[src/rtl/riscv_types.sv]
// Shared FPU/EXE types; wb_entry_t carries one queued writeback.
// FPU_WB_FFLAGS_EN adds the exception-flag field to wb_entry_t.
package riscv_types;

  typedef struct packed {
    logic [4:0] rd_addr;
    logic       rd_wr;
    logic       is_float;
    logic [2:0] rm;
  } exe_p_mux_bus_type;

  // fflags bit positions (NV,DZ,OF,UF,NX)
  localparam int unsigned FFLAG_NV = 4;
  localparam int unsigned FFLAG_DZ = 3;
  localparam int unsigned FFLAG_OF = 2;
  localparam int unsigned FFLAG_UF = 1;
  localparam int unsigned FFLAG_NX = 0;
  localparam int unsigned FFLAG_W  = 5;

  typedef struct packed {
    logic [31:0]       result;
    exe_p_mux_bus_type pipelined;
`ifdef FPU_WB_FFLAGS_EN
    logic [FFLAG_W-1:0] fflags;
`endif
  } wb_entry_t;

endpackage

[src/rtl/fpu_wb_collector_fifo.sv]
// Dual-push single-pop result queue; slot 0 is written ahead of slot 1.
// Caller compacts pushes so push1_s implies push0_s.
module fpu_wb_fifo
  import riscv_types::*;
#(
  parameter int DEPTH = 4,
  localparam int PW = $clog2(DEPTH),
  localparam int CW = PW + 1
) (
  input  logic          clk,
  input  logic          reset_n,
  input  logic          push0_s,
  input  wb_entry_t     push0_data_s,
  input  logic          push1_s,
  input  wb_entry_t     push1_data_s,
  input  logic          pop_s,
  output logic          head_valid,
  output wb_entry_t     head_data,
  output logic [CW-1:0] count
);

  wb_entry_t     mem_r [DEPTH];
  logic [PW-1:0] rd_ptr_r;
  logic [PW-1:0] wr_ptr_r;
  logic [CW-1:0] count_r;
  logic [CW-1:0] push_cnt_s;
  logic [PW-1:0] wr1_ptr_s;

  // Push count and second write slot
  always_comb begin
    push_cnt_s = CW'(push0_s) + CW'(push1_s);
    wr1_ptr_s  = wr_ptr_r + PW'(push0_s);
  end

  // Queue storage, pointers and occupancy
  always_ff @(posedge clk or negedge reset_n) begin
    if (!reset_n) begin
      for (int i = 0; i < DEPTH; i++) begin
        mem_r[i] <= {$bits(wb_entry_t){1'b0}};
      end
      rd_ptr_r <= {PW{1'b0}};
      wr_ptr_r <= {PW{1'b0}};
      count_r  <= {CW{1'b0}};
    end else begin
      if (push0_s) mem_r[wr_ptr_r] <= push0_data_s;
      if (push1_s) mem_r[wr1_ptr_s] <= push1_data_s;
      wr_ptr_r <= wr_ptr_r + push_cnt_s[PW-1:0];
      rd_ptr_r <= rd_ptr_r + PW'(pop_s);
      count_r  <= count_r + push_cnt_s - CW'(pop_s);
    end
  end

  // Head view is zero when empty
  always_comb begin
    head_valid = (count_r != {CW{1'b0}});
    count      = count_r;
    if (head_valid) begin
      head_data = mem_r[rd_ptr_r];
    end else begin
      head_data = {$bits(wb_entry_t){1'b0}};
    end
  end

endmodule

[src/rtl/fpu_wb_collector.sv]
// Collects FPU misc-unit (A) and fdiv/fsqrt (B) completions into an ordered writeback queue.
// Define FPU_WB_FFLAGS_EN to carry exception flags through the queue.
module fpu_wb_collector
  import riscv_types::*;
#(
  parameter int DEPTH = 4
) (
  input  logic              clk,
  input  logic              reset_n,
  input  logic              a_last,
  input  logic [31:0]       a_result,
  input  exe_p_mux_bus_type a_pipelined_signals,
  input  logic              b_last,
  input  logic [31:0]       b_result,
  input  exe_p_mux_bus_type b_pipelined_signals,
`ifdef FPU_WB_FFLAGS_EN
  input  logic [4:0]        a_fflags,
  input  logic [4:0]        b_fflags,
  output logic [4:0]        wb_fflags,
`endif
  input  logic              wb_ready,
  output logic              wb_valid,
  output logic [31:0]       wb_result,
  output exe_p_mux_bus_type wb_pipelined_signals,
  output logic              o_stall,
  output logic              o_overflow
);

  localparam int PW = $clog2(DEPTH);
  localparam int CW = PW + 1;

  wb_entry_t     a_entry_s, b_entry_s, push0_data_s, push1_data_s, head_s;
  logic          head_valid_s, pop_s, a_acc_s, b_acc_s, drop_s;
  logic          push0_s, push1_s;
  logic [CW-1:0] count_s, free_s, free_ap_s;
  logic          overflow_r;

  // Pack incoming completions
  always_comb begin
    a_entry_s.result    = a_result;
    a_entry_s.pipelined = a_pipelined_signals;
    b_entry_s.result    = b_result;
    b_entry_s.pipelined = b_pipelined_signals;
`ifdef FPU_WB_FFLAGS_EN
    a_entry_s.fflags    = a_fflags;
    b_entry_s.fflags    = b_fflags;
`endif
  end

  // Space check after same-cycle pop; B has priority over A for the last slot
  always_comb begin
    pop_s     = head_valid_s && wb_ready;
    free_s    = CW'(DEPTH) - count_s;
    free_ap_s = free_s + CW'(pop_s);
    if (b_last) begin
      b_acc_s = (free_ap_s != {CW{1'b0}});
      a_acc_s = a_last && (free_ap_s >= CW'(2));
    end else begin
      b_acc_s = 1'b0;
      a_acc_s = a_last && (free_ap_s != {CW{1'b0}});
    end
    drop_s  = (a_last && !a_acc_s) || (b_last && !b_acc_s);
    push0_s = b_acc_s || a_acc_s;
    push1_s = b_acc_s && a_acc_s;
    if (b_acc_s) begin
      push0_data_s = b_entry_s;
    end else begin
      push0_data_s = a_entry_s;
    end
    push1_data_s = a_entry_s;
  end

  fpu_wb_fifo #(.DEPTH(DEPTH)) u_fifo (
    .clk          (clk),
    .reset_n      (reset_n),
    .push0_s      (push0_s),
    .push0_data_s (push0_data_s),
    .push1_s      (push1_s),
    .push1_data_s (push1_data_s),
    .pop_s        (pop_s),
    .head_valid   (head_valid_s),
    .head_data    (head_s),
    .count        (count_s)
  );

  // Sticky overflow flag
  always_ff @(posedge clk or negedge reset_n) begin
    if (!reset_n) begin
      overflow_r <= 1'b0;
    end else if (drop_s) begin
      overflow_r <= 1'b1;
    end
  end

  // Outputs come only from registered queue state
  always_comb begin
    wb_valid             = head_valid_s;
    wb_result            = head_s.result;
    wb_pipelined_signals = head_s.pipelined;
`ifdef FPU_WB_FFLAGS_EN
    wb_fflags            = head_s.fflags;
`endif
    o_stall              = (free_s < CW'(2));
    o_overflow           = overflow_r;
  end

endmodule
[config.mk]
export PLATFORM = sky130hd
export DESIGN_NAME = fpu_wb_collector
export DESIGN_NICKNAME = d
export VERILOG_FILES = /design/src/rtl/riscv_types.sv /design/src/rtl/fpu_wb_collector_fifo.sv /design/src/rtl/fpu_wb_collector.sv
export SDC_FILE = /design/constraint.sdc
export NUM_CORES = 1
export LEC_CHECK = 0
export BUFFER_PORTS_ARGS = -buffer_cell sky130_fd_sc_hd__buf_2
export CORE_MARGIN = 2
export CORE_UTILIZATION = 45
export CTS_CLUSTER_DIAMETER = 30
export DETAILED_ROUTE_END_ITERATION = 16
export PLACE_DENSITY = 0.72
export SLEW_MARGIN = 20
export SYNTH_ARGS = -nofsm -noshare
export SYNTH_HDL_FRONTEND = slang
export SYNTH_SLANG_ARGS = --single-unit
[constraint.sdc]
create_clock -name clk -period 5.3 [get_ports clk]
set_input_delay 0.53 -clock clk [delete_from_list [all_inputs] [get_ports clk]]
set_output_delay 0.53 -clock clk [all_outputs]
set_load 0.03 [all_outputs]
# ---- After elaboration in Yosys (flattened, before gate mapping)
# Cells that the tools add are included.
dict set report totals {
  ff_bits 176
  in_bits 89
  out_inout_bits 45
  wordCells 71
}
dict set report op_classes {
  n_addsub 8
  order_cmp 7
  mux 15
  bitwise 3
  reduce_logical 14
}
# op n
set op_table {}
lappend op_table {{bitwise mux 168 bit} 2}
lappend op_table {{two-way mux 168 bit} 2}
lappend op_table {{two-way mux 42 bit} 6}
lappend op_table {{demux 42 bit (select 2 bit)} 2}
lappend op_table {{binary-select mux 42 bit (select 2 bit)} 1}
lappend op_table {{greater-or-equal comparator 3 bit, second input constant} 3}
lappend op_table {{inverter 2 -> 3 bit} 3}
lappend op_table {{logical AND 1 bit} 8}
lappend op_table {{less-than comparator 3 x 1 -> 1 bit, second input constant} 2}
lappend op_table {{nonzero test 3 bit} 2}
lappend op_table {{adder 2 x 1 -> 2 bit} 2}
lappend op_table {{adder 3 x 1 -> 3 bit} 1}
lappend op_table {{adder 3 bit} 1}
lappend op_table {{greater-or-equal comparator 3 x 2 -> 1 bit, second input constant} 1}
lappend op_table {{less-than comparator 3 x 2 -> 1 bit, second input constant} 1}
lappend op_table {{subtractor 3 x 1 -> 3 bit} 1}
lappend op_table {{subtractor 3 bit, first input constant} 1}
lappend op_table {{adder 1 x 1 -> 2 bit} 1}
lappend op_table {{adder 2 bit} 1}
lappend op_table {{logical NOT 1 bit} 2}
lappend op_table {{logical OR 1 bit} 2}
lappend op_table {{two-way mux 1 bit} 2}

# ---- Longest topological paths before layout
# Gate-level depths: netlist of run 1.
dict set report logic_depth {
  ltp_word 15
  depth_mapped 22
  mapped_depth_nobuf 18
}

# ---- By module
# A second synthesis of run 1 with hierarchy kept.
dict set report unflattened {
  cells_unflattened 1140
  hier_area_um2 10216.0
}
# mod n_inst cells_each area_per_inst_um2 seq_area_each_um2
set by_module_without_submodules {}
lappend by_module_without_submodules {fpu_wb_fifo 1 1075 9520.4 4379.2}
lappend by_module_without_submodules {fpu_wb_collector 1 65 695.7 25.0}

# ---- Least setup slack after synthesis of run 1
# No wires, ideal clock.
dict set report synth_path {
  kind {register to register}
  from {reg u_fifo.count_r[0] (netlist: u_fifo.count[0])}
  to {reg u_fifo.mem_r[56] in the netlist's numbering}
  setup_ns 0.132
  arrival_ns 4.169
  t_required_ns 5.168
  setup_slack_ns 0.999
  stages_incl_launch_ff 23
  n_path_buf 4
  synth_period_minus_slack_ns 4.301
  path_cell_list {dfrtp_1 -> inv_1 -> ha_1 -> ha_1 -> inv_1 -> clkbuf_1 -> nand2_1 -> nor2_1 -> ha_1 -> xor2_1 -> nor2b_1 -> clkbuf_1 -> o21ai_0 -> nand2_1 -> ha_1 -> inv_1 -> ha_1 -> nor3b_1 -> buf_2 -> clkbuf_1 -> nor4_1 -> o21ai_0 -> o211ai_1}
}
dict set report synth_between {
  elab_chain_cells 15
  word_cells_on_any_way 24
  cone_classes {3 x add/sub; 3 x order compare; 9 x mux; 1 x bitwise; 8 x reduce/logical}
}
# item line
set synth_lines {}
lappend synth_lines {{start: declaration} fpu_wb_collector_fifo.sv:25} ;# logic [CW-1:0] count_r;
lappend synth_lines {{start signal: assignment} fpu_wb_collector_fifo.sv:43} ;# count_r <= {CW{1'b0}};
lappend synth_lines {{start signal: assignment} fpu_wb_collector_fifo.sv:49} ;# count_r <= count_r + push_cnt_s - CW'(pop_s);
lappend synth_lines {{nonzero test 3 bit *} fpu_wb_collector_fifo.sv:55} ;# head_valid = (count_r != {CW{1'b0}});
lappend synth_lines {{via wb_valid} fpu_wb_collector.sv:22} ;# output logic wb_valid,
lappend synth_lines {{logical AND 1 bit *} fpu_wb_collector.sv:52} ;# pop_s = head_valid_s && wb_ready;
lappend synth_lines {{adder 3 x 1 -> 3 bit *} fpu_wb_collector.sv:54} ;# free_ap_s = free_s + CW'(pop_s);
lappend synth_lines {{greater-or-equal comparator 3 x 2 -> 1 bit or nonzero test 3 bit (tied branches)} {fpu_wb_collector.sv:57, fpu_wb_collector.sv:56, fpu_wb_collector.sv:60}}
lappend synth_lines {{logical AND 1 bit, on equally long branches} {fpu_wb_collector.sv:57, fpu_wb_collector.sv:60}}
lappend synth_lines {{two-way mux 1 bit} fpu_wb_collector.sv:55} ;# if (b_last) begin
lappend synth_lines {{logical OR 1 bit} fpu_wb_collector.sv:63} ;# push0_s = b_acc_s || a_acc_s;
lappend synth_lines {{adder 2 x 1 -> 2 bit} fpu_wb_collector_fifo.sv:32} ;# wr1_ptr_s = wr_ptr_r + PW'(push0_s);
lappend synth_lines {{inverter 2 -> 3 bit (implied by the code)} fpu_wb_collector_fifo.sv:46} ;# if (push1_s) mem_r[wr1_ptr_s] <= push1_data_s;
lappend synth_lines {{greater-or-equal comparator 3 bit (implied by the code) or less-than comparator 3 x 1 -> 1 bit (tied branches)} fpu_wb_collector_fifo.sv:46}
lappend synth_lines {{logical AND 1 bit (implied by the code)} fpu_wb_collector_fifo.sv:46}
lappend synth_lines {{two-way mux 42 bit (implied by the code)} fpu_wb_collector_fifo.sv:46}
lappend synth_lines {{demux 42 bit (select 2 bit)} fpu_wb_collector_fifo.sv:46}
lappend synth_lines {{bitwise mux 168 bit} fpu_wb_collector_fifo.sv:46}
lappend synth_lines {{two-way mux 168 bit *} fpu_wb_collector_fifo.sv:46}
lappend synth_lines {{end signal: indexed assignment} fpu_wb_collector_fifo.sv:39} ;# mem_r[i] <= {$bits(wb_entry_t){1'b0}};
lappend synth_lines {{end signal: indexed assignment} fpu_wb_collector_fifo.sv:45} ;# if (push0_s) mem_r[wr_ptr_r] <= push0_data_s;
lappend synth_lines {{end signal: indexed assignment} fpu_wb_collector_fifo.sv:46}
lappend synth_lines {{end: declaration} fpu_wb_collector_fifo.sv:22} ;# wb_entry_t mem_r [DEPTH];
# Mark *: on every way through the listed nets, which the timed path passes. The rest lies on a longest branch.
# A chain may end at the register's enable or synchronous reset.

# ---- Worst setup path after layout of run 1
dict set report layout_path {
  from {reg u_fifo.count_r[0] (netlist: u_fifo.count[0])}
  to {reg u_fifo.mem_r[113] in the netlist's numbering}
}
dict set report layout_between {
  elab_chain_cells 15
  word_cells_on_any_way 24
  cone_classes {3 x add/sub; 3 x order compare; 9 x mux; 1 x bitwise; 8 x reduce/logical}
}
# item line
set layout_lines {}
lappend layout_lines {{parallel branches: the longest is 2 deep, another holds subtractor 3 bit} -}
lappend layout_lines {{adder 3 x 1 -> 3 bit *} fpu_wb_collector.sv:54}
lappend layout_lines {{greater-or-equal comparator 3 x 2 -> 1 bit or nonzero test 3 bit (tied branches)} {fpu_wb_collector.sv:57, fpu_wb_collector.sv:56, fpu_wb_collector.sv:60}}
lappend layout_lines {{logical AND 1 bit, on equally long branches} {fpu_wb_collector.sv:57, fpu_wb_collector.sv:60}}
lappend layout_lines {{two-way mux 1 bit} fpu_wb_collector.sv:55}
lappend layout_lines {{logical OR 1 bit} fpu_wb_collector.sv:63}
lappend layout_lines {{adder 2 x 1 -> 2 bit} fpu_wb_collector_fifo.sv:32}
lappend layout_lines {{inverter 2 -> 3 bit (implied by the code)} fpu_wb_collector_fifo.sv:46}
lappend layout_lines {{greater-or-equal comparator 3 bit (implied by the code) or less-than comparator 3 x 1 -> 1 bit (tied branches)} fpu_wb_collector_fifo.sv:46}
lappend layout_lines {{logical AND 1 bit (implied by the code)} fpu_wb_collector_fifo.sv:46}
lappend layout_lines {{two-way mux 42 bit (implied by the code)} fpu_wb_collector_fifo.sv:46}
lappend layout_lines {{demux 42 bit (select 2 bit)} fpu_wb_collector_fifo.sv:46}
lappend layout_lines {{bitwise mux 168 bit} fpu_wb_collector_fifo.sv:46}
lappend layout_lines {{two-way mux 168 bit *} fpu_wb_collector_fifo.sv:46}
# Every way passes the cells marked *.

==> metrics.md, run 1 <==
| Metric | Value |
|---|---|
| Routing usage on met2 | `0.468` |
| Critical Path Start | `u_fifo.count[0]` |
| # resized after CTS | `0` |
| Met3 usage in global routing | `0.0612` |
| Vias/cell | `6.64` |
| Final hold vios | `0` |
| FF+latch area | `0.00441 sq mm` |
| H-tree levels | `4` |
| Clock skew | `0.00913 ns` |
| CTS tree | `built` |
| Placed Area | `0.0122 sq mm` |
| CP Launch Type | `flip-flop` |
| Share of layout cells above drive strength 1 | `0.183` |
| GR Util All Layers | `0.301` |
| Worst hold slack | `0.180 ns` |
| Final period util | `0.922` |
| Final setup vio count | `0` |
| Die W | `163 um` |
| Clk slew on worst S/H paths | `0.07 ns` |
| Core Area | `0.0250 sq mm` |
| Synth cell types | `32` |
| CTS Buf Count | `17` |
| Worst rel slew slack | `0.194` |
| GRT busiest layer | `met2` |
| Row count | `58` |
| Vias | `11500` |
| Cell count after synthesis | `1375` |
| Yosys Warn Count | `0` |
| Postcts setup bufs | `0` |
| Met1 Use GR | `0.403` |
| Die height | `163 um` |
| CP Class | `reg2reg` |
| Crit path max fanout | `25` |
| Seq/Total Area, Yosys | `0.385` |
| Multi-input combinational cell area | `0.00637 sq mm` |
| Area Overhead vs Synth | `12.2%` |
| Post-route DRC | `0` |
| Fin crit period | `4.89 ns` |
| Routability Congestion | `0.838` |
| CP endpoint kind | `flip-flop` |
| Root Buffer | `clkbuf_16` |
| Synth Area per Inst | `8.31 sq um` |
| FF-to-FF setup slack | `0.41 ns` |
| DR WL/cell | `22.9 um` |
| First-pass GRT wire length | `63.2 mm` |
| ANT nets after route | `0` |
| Die area | `0.0267 sq mm` |
| Cts hold-fix bufs | `0` |
| Worst min path class | `in2async` |
| Sink Count | `176` |
| Slew Viols, Final | `0` |
| Initial DRT Pass Iterations | `6` |
| Yosys reg bits | `176` |
| Finished Cell Area | `0.0128 sq mm` |
| Worst r2r src | `u_fifo.count[0]` |
| I/O Pins | `134` |
| DRT iter0 DRCs | `1679` |
| GRT overflow | `0` |
| Antenna violations before repair | `2` |
| Clock Latency Late Sink | `0.44 ns` |
| Synth Cell Area | `0.0114 sq mm` |
| Nets | `1487` |
| Longest Clk Path Bufs | `2` |
| Worst-Margin Slew | `1.21 ns` |
| Fin Setup TNS | `0 ns` |
| Largest net degree at the start of global routing | `112` |
| Fill cell total of the finished layout | `2376` |
| Max Fclk | `0.205 GHz` |
| RSZ-0062 raised after global routing | `false` |
| Vias in the first global route | `11500` |
| Detailed Route WL | `39.6 mm` |
| Status | `completed` |
| CP arrival | `5.19 ns` |
| Detailed placer's ending HPWL | `22.0 mm` |
| Max-cap violations | `0` |
| WP data required | `5.60 ns` |
| Post-Synthesis Net Count | `1474` |
| Initial core utilization | `0.456` |
| IO Port Bufs | `133` |
[worst max-delay path: stages, from the launching register on]
cell and delay (ns):
dfrtp_1 0.46, inv_1 0.09, ha_1 0.21, ha_1 0.22
inv_1 0.09, nand2_1 0.07, nor2_1 0.09, ha_1 0.17
xor2_1 0.28, nor2b_1 0.17, buf_4 0.20, a21boi_0 0.16
inv_1 0.12, ha_1 0.19, inv_1 0.06, ha_1 0.23
xor2_1 0.55, o21ai_0 0.29, a21oi_4 0.66, buf_12 0.28
o211ai_1 0.15
[final cells by class]
cell class	instances	area share
antenna	2	0.000390
clock inverter	9	0.0100
timing repair buffer	159	0.0744
tap	330	0.0322
clock buffer	22	0.0385
multi-input combinational	1023	0.497
sequential	176	0.344
inverter	11	0.00332
[cells in the mapped netlist]
cell	count	area [sq um]
or2_2	1	6.26
a31oi_1	1	6.26
nor2_1	2	7.51
nor2b_1	2	12.5
xnor2_1	5	43.8
nand2_1	382	1430
a21oi_1	1	5.00
inv_1	10	37.5
o211ai_1	168	1260
o21ai_1	1	5.00
buf_2	47	235
buf_4	6	45.0
a21boi_0	1	7.51
nor2b_4	1	13.8
fa_1	1	20.0
and3b_1	1	8.76
nor4_1	168	1050
nor3b_1	1	7.51
mux4_2	42	946
clkbuf_1	106	398
ha_1	9	113
dfrtp_1	176	4400
nand2b_1	3	18.8
and2_1	43	269
a21oi_2	3	26.3
o22a_1	4	35.0
buf_1	6	22.5
clkinv_1	1	3.75
o21ai_0	174	871
o22ai_2	4	50.1
xor2_1	4	35.0
xnor2_4	1	27.5
[registers in the layout, summed over array words and instances, names as in the netlist]
register,flops
u_fifo.count,3
o_overflow,1
u_fifo.wr_ptr_r,2
u_fifo.mem_r,168
u_fifo.rd_ptr_r,2
[per-layer routing]
| layer | wire length (um) | vias up |
|---|---|---|
| li1 | - | 5038 |
| met1 | 15500 | 5537 |
| met2 | 18500 | 807 |
| met3 | 4050 | 113 |
| met4 | 1470 | 0 |
| met5 | 0 | - |
[path summary, 6_finish.rpt]
kind                       cells after the start                  to
hold / removal                                 1    u_fifo.mem_r[91]
setup / recovery                              20   u_fifo.mem_r[113]
hold reg to reg                                2    u_fifo.mem_r[73]
max in group asynchronous                      2  u_fifo.wr_ptr_r[0]
min in group clk                               3   u_fifo.mem_r[109]
setup reg to reg                              20   u_fifo.mem_r[113]
[stage by stage]
step / util / std cells / setup WS, ns
detailed placement: 0.487 / 1699 / 0.525
finish: 0.512 / 1732 / 0.414
floorplan: - / 1375 / 0.999
global placement: 0.487 / 1699 / 0.694
global route: 0.512 / 1731 / 0.0847
CTS: 0.512 / 1730 / 0.478
[layout by cell type, fill, tap and decap left out, types with 3 or more instances in the layout]
cell and instances:
buf_12 7, clkbuf_16 17, ha_1 9, o21ai_0 174, mux4_2 42, inv_1 9, nor4_1 168, bufinv_16 3
clkbuf_8 5, a21oi_4 4, dfrtp_1 173, o22ai_4 4, xnor2_1 5, xor2_1 4, o211ai_1 168, buf_2 132
buf_4 19, o22a_2 4, nand2_1 382, and2_1 43, clkinv_2 4
[logic make-up after synthesis]
kind of cell               synth area share
and+or+nand+nor                       0.248
DFF                                   0.385
adders and majority gates            0.0116
AOI/OAI and AO/OA                     0.198
muxes                                0.0828
xor gates and xnor gates            0.00931
buffers and inverters                0.0649
Power of run 1 is left out: the tool's default activity adds up to more than one toggle a clock period on the data nets, which glitch-free logic cannot reach.
==> inputs of run 2 (changes only) <==
==> constraint.sdc (replaced) <==
create_clock -name clk -period 5.3 [get_ports clk]
set_input_delay 1.06 -clock clk [delete_from_list [all_inputs] [get_ports clk]]
set_output_delay 1.06 -clock clk [all_outputs]
set_load 0.03 [all_outputs]
==> run 2 against run 1 <==
  * Utilization shrank 0.16 points
  * Non-clock buffer count grew 6
  * Sequential share of layout area grew 0.11 points
  * Critical endpoint is now u_fifo.mem_r[9]
==> metrics.md, run 2 (synthesis results as in run 1) <==
| Metric | Value |
|---|---|
| Fin crit period | `4.73 ns (was 4.89 ns)` |
| Area Overhead vs Synth | `11.9% (was 12.2%)` |
| Postcts setup bufs | `0 (unchanged)` |
| Die W | `163 um (unchanged)` |
| Vias in the first global route | `11300 (was 11500)` |
| Placed instance count | `1705 (was 1699)` |
| GR Util All Layers | `0.303 (was 0.301)` |
| Initial DRT Pass Iterations | `6 (unchanged)` |
| DR WL/cell | `23.0 um (was 22.9 um)` |
| Final WS setup | `0.575 ns (was 0.414 ns)` |
| Core Area | `0.0250 sq mm (unchanged)` |
| # resized after CTS | `0 (unchanged)` |
| Final setup vio count | `0 (unchanged)` |
| Slowest stage delay, CP | `1.05 ns (was 0.66 ns)` |
| First-pass GRT wire length | `63.3 mm (was 63.2 mm)` |
| H-tree levels | `4 (unchanged)` |
| Sink Count | `176 (unchanged)` |
| Critical Path Most Common Cell | `ha_1 (unchanged)` |
| WL met3 | `4.12 mm (was 4.05 mm)` |
| Die area | `0.0267 sq mm (unchanged)` |
| WL met1 | `15.8 mm (was 15.5 mm)` |
| Commonest cells after routing, fill and taps aside | `382 x nand2_1, 174 x o21ai_0, 173 x dfrtp_1 (unchanged)` |
| DRT iter0 DRCs | `1624 (was 1679)` |
| Cts hold-fix bufs | `0 (unchanged)` |
| Max Used Layer | `met4 (unchanged)` |
| CTS tree | `built (unchanged)` |
| Worst min path class | `reg2reg (was in2async)` |
| Row count | `58 (unchanged)` |
| CP Cell Sequence | `inv_1, ha_1, ha_1, inv_1, nand2_1, nor2_1, ha_1, xor2_1, nor2b_1, a21boi_0, inv_1, ha_1, inv_1, ha_1, xnor2_1, o22a_2, nand2_1, o211ai_1 (was inv_1, ha_1, ha_1, inv_1, nand2_1, nor2_1, ha_1, xor2_1, nor2b_1, buf_4, a21boi_0, inv_1, ha_1, inv_1, ha_1, xor2_1, o21ai_0, a21oi_4, buf_12, o211ai_1)` |
| Commonest non-fill, non-tap cell in the layout | `nand2_1 (unchanged)` |
| WP data required | `5.65 ns (was 5.60 ns)` |
| Detailed Route WL | `40.0 mm (was 39.6 mm)` |
| Kind of cell adding the most delay to the critical path | `compound AO/OA/AOI/OAI gates (unchanged)` |
| Worst-Margin Slew | `1.12 ns (was 1.21 ns)` |
| Max-cap violations | `0 (unchanged)` |
| Share of layout cells above drive strength 1 | `0.186 (was 0.183)` |
| Initial core utilization | `0.456 (unchanged)` |
| Routability Congestion | `0.820 (was 0.838)` |
| Nets | `1493 (was 1487)` |
| Clk slew on worst S/H paths | `0.07 ns (about the same)` |
| Vias/cell | `6.62 (was 6.64)` |
| Largest reg by FF count | `u_fifo.mem_r (unchanged)` |
| Worst Path Buf+Inv | `4 (was 6)` |
| Max reg flops | `168 (unchanged)` |
| Final period util | `0.892 (was 0.922)` |
| Status | `completed (unchanged)` |
| IO Port Bufs | `133 (unchanged)` |
| CP arrival | `5.08 ns (was 5.19 ns)` |
| Detailed placer's ending HPWL | `22.7 mm (was 22.0 mm)` |
| Crit path max fanout | `42 (was 25)` |
| Root Buffer | `clkbuf_16 (unchanged)` |
| GRT overflow | `0 (unchanged)` |
| I/O Pins | `134 (unchanged)` |
| Max Fclk | `0.212 GHz (was 0.205 GHz)` |
| Clock skew | `0.0152 ns (was 0.00913 ns)` |
| Worst rel slew slack | `0.252 (was 0.194)` |
| CP endpoint kind | `flip-flop (unchanged)` |
| Critical path's slowest cell | `o22a_2 (was a21oi_4)` |
| Clock Latency Late Sink | `0.45 ns (was 0.44 ns)` |
| Vias | `11500 (about the same)` |
| Final hold vios | `0 (unchanged)` |
| Cell Count, Final, Fillers Out | `1739 (was 1732)` |
| Antenna violations before repair | `2 (unchanged)` |
| WL met2 | `18.6 mm (was 18.5 mm)` |
| Fin Setup TNS | `0 ns (unchanged)` |
| CTS Buf Count | `17 (unchanged)` |
| RSZ-0062 raised after global routing | `false (unchanged)` |
| Largest net degree at the start of global routing | `106 (was 112)` |
| Post-route DRC | `0 (unchanged)` |
| DP Worst Slack | `0.560 ns (was 0.525 ns)` |
| ANT nets after route | `0 (unchanged)` |
| Slew Viols, Final | `0 (unchanged)` |
| Longest Clk Path Bufs | `2 (unchanged)` |
| CP Launch Type | `flip-flop (unchanged)` |
| CP Class | `reg2reg (unchanged)` |
| Die height | `163 um (unchanged)` |
## run 2: worst paths after layout
| kind | startpoint | to | slack [ns] | cells past startpoint |
|---|---|---|---|---|
| min in group asynchronous | reset_n | u_fifo.mem_r[133] | 0.66 | 1 |
| hold / removal | u_fifo.mem_r[64] | u_fifo.mem_r[64] | 0.49 | 2 |
| hold reg to reg | u_fifo.mem_r[64] | u_fifo.mem_r[64] | 0.49 | 2 |
| setup reg to reg | u_fifo.count[0] | u_fifo.mem_r[9] | 0.57 | 18 |
| max in group asynchronous | reset_n | u_fifo.mem_r[85] | 3.60 | 2 |
| setup / recovery | u_fifo.count[0] | u_fifo.mem_r[9] | 0.57 | 18 |
## run 2: layout make-up
type	count	area, sq um
diodes	2	5.00
well taps	330	413
repair buffers	165	987
clock buffers	19	433
flip-flops and latches	176	4410
fillers	2346	12300
clock inverters	13	118
multi-input cells	1023	6370
inverters	11	42.5
## run 2: metal layers
layer,up-vias,GRT usage
li1,5046,-
met1,5588,0.418
met2,756,0.472
met3,114,0.0480
met4,0,0.132
met5,-,0
## run 2: per-stage QoR
step,util,area (sq um),hold WS [ns]
global placement,0.488,12200,0.473
global route,0.511,12800,0.512
finish,0.511,12800,0.492
floorplan,-,11400,0.461
detailed placement,0.488,12200,0.483
CTS,0.510,12800,0.498
## run 2: worst min-delay path: cells and delay by family (launching register included)
kind               cells  cell delay, ns
AOI/OAI and AO/OA      1            0.07
and+or+nand+nor        1            0.05
DFF                    1            0.34
Power of run 2 is left out for the same reason.
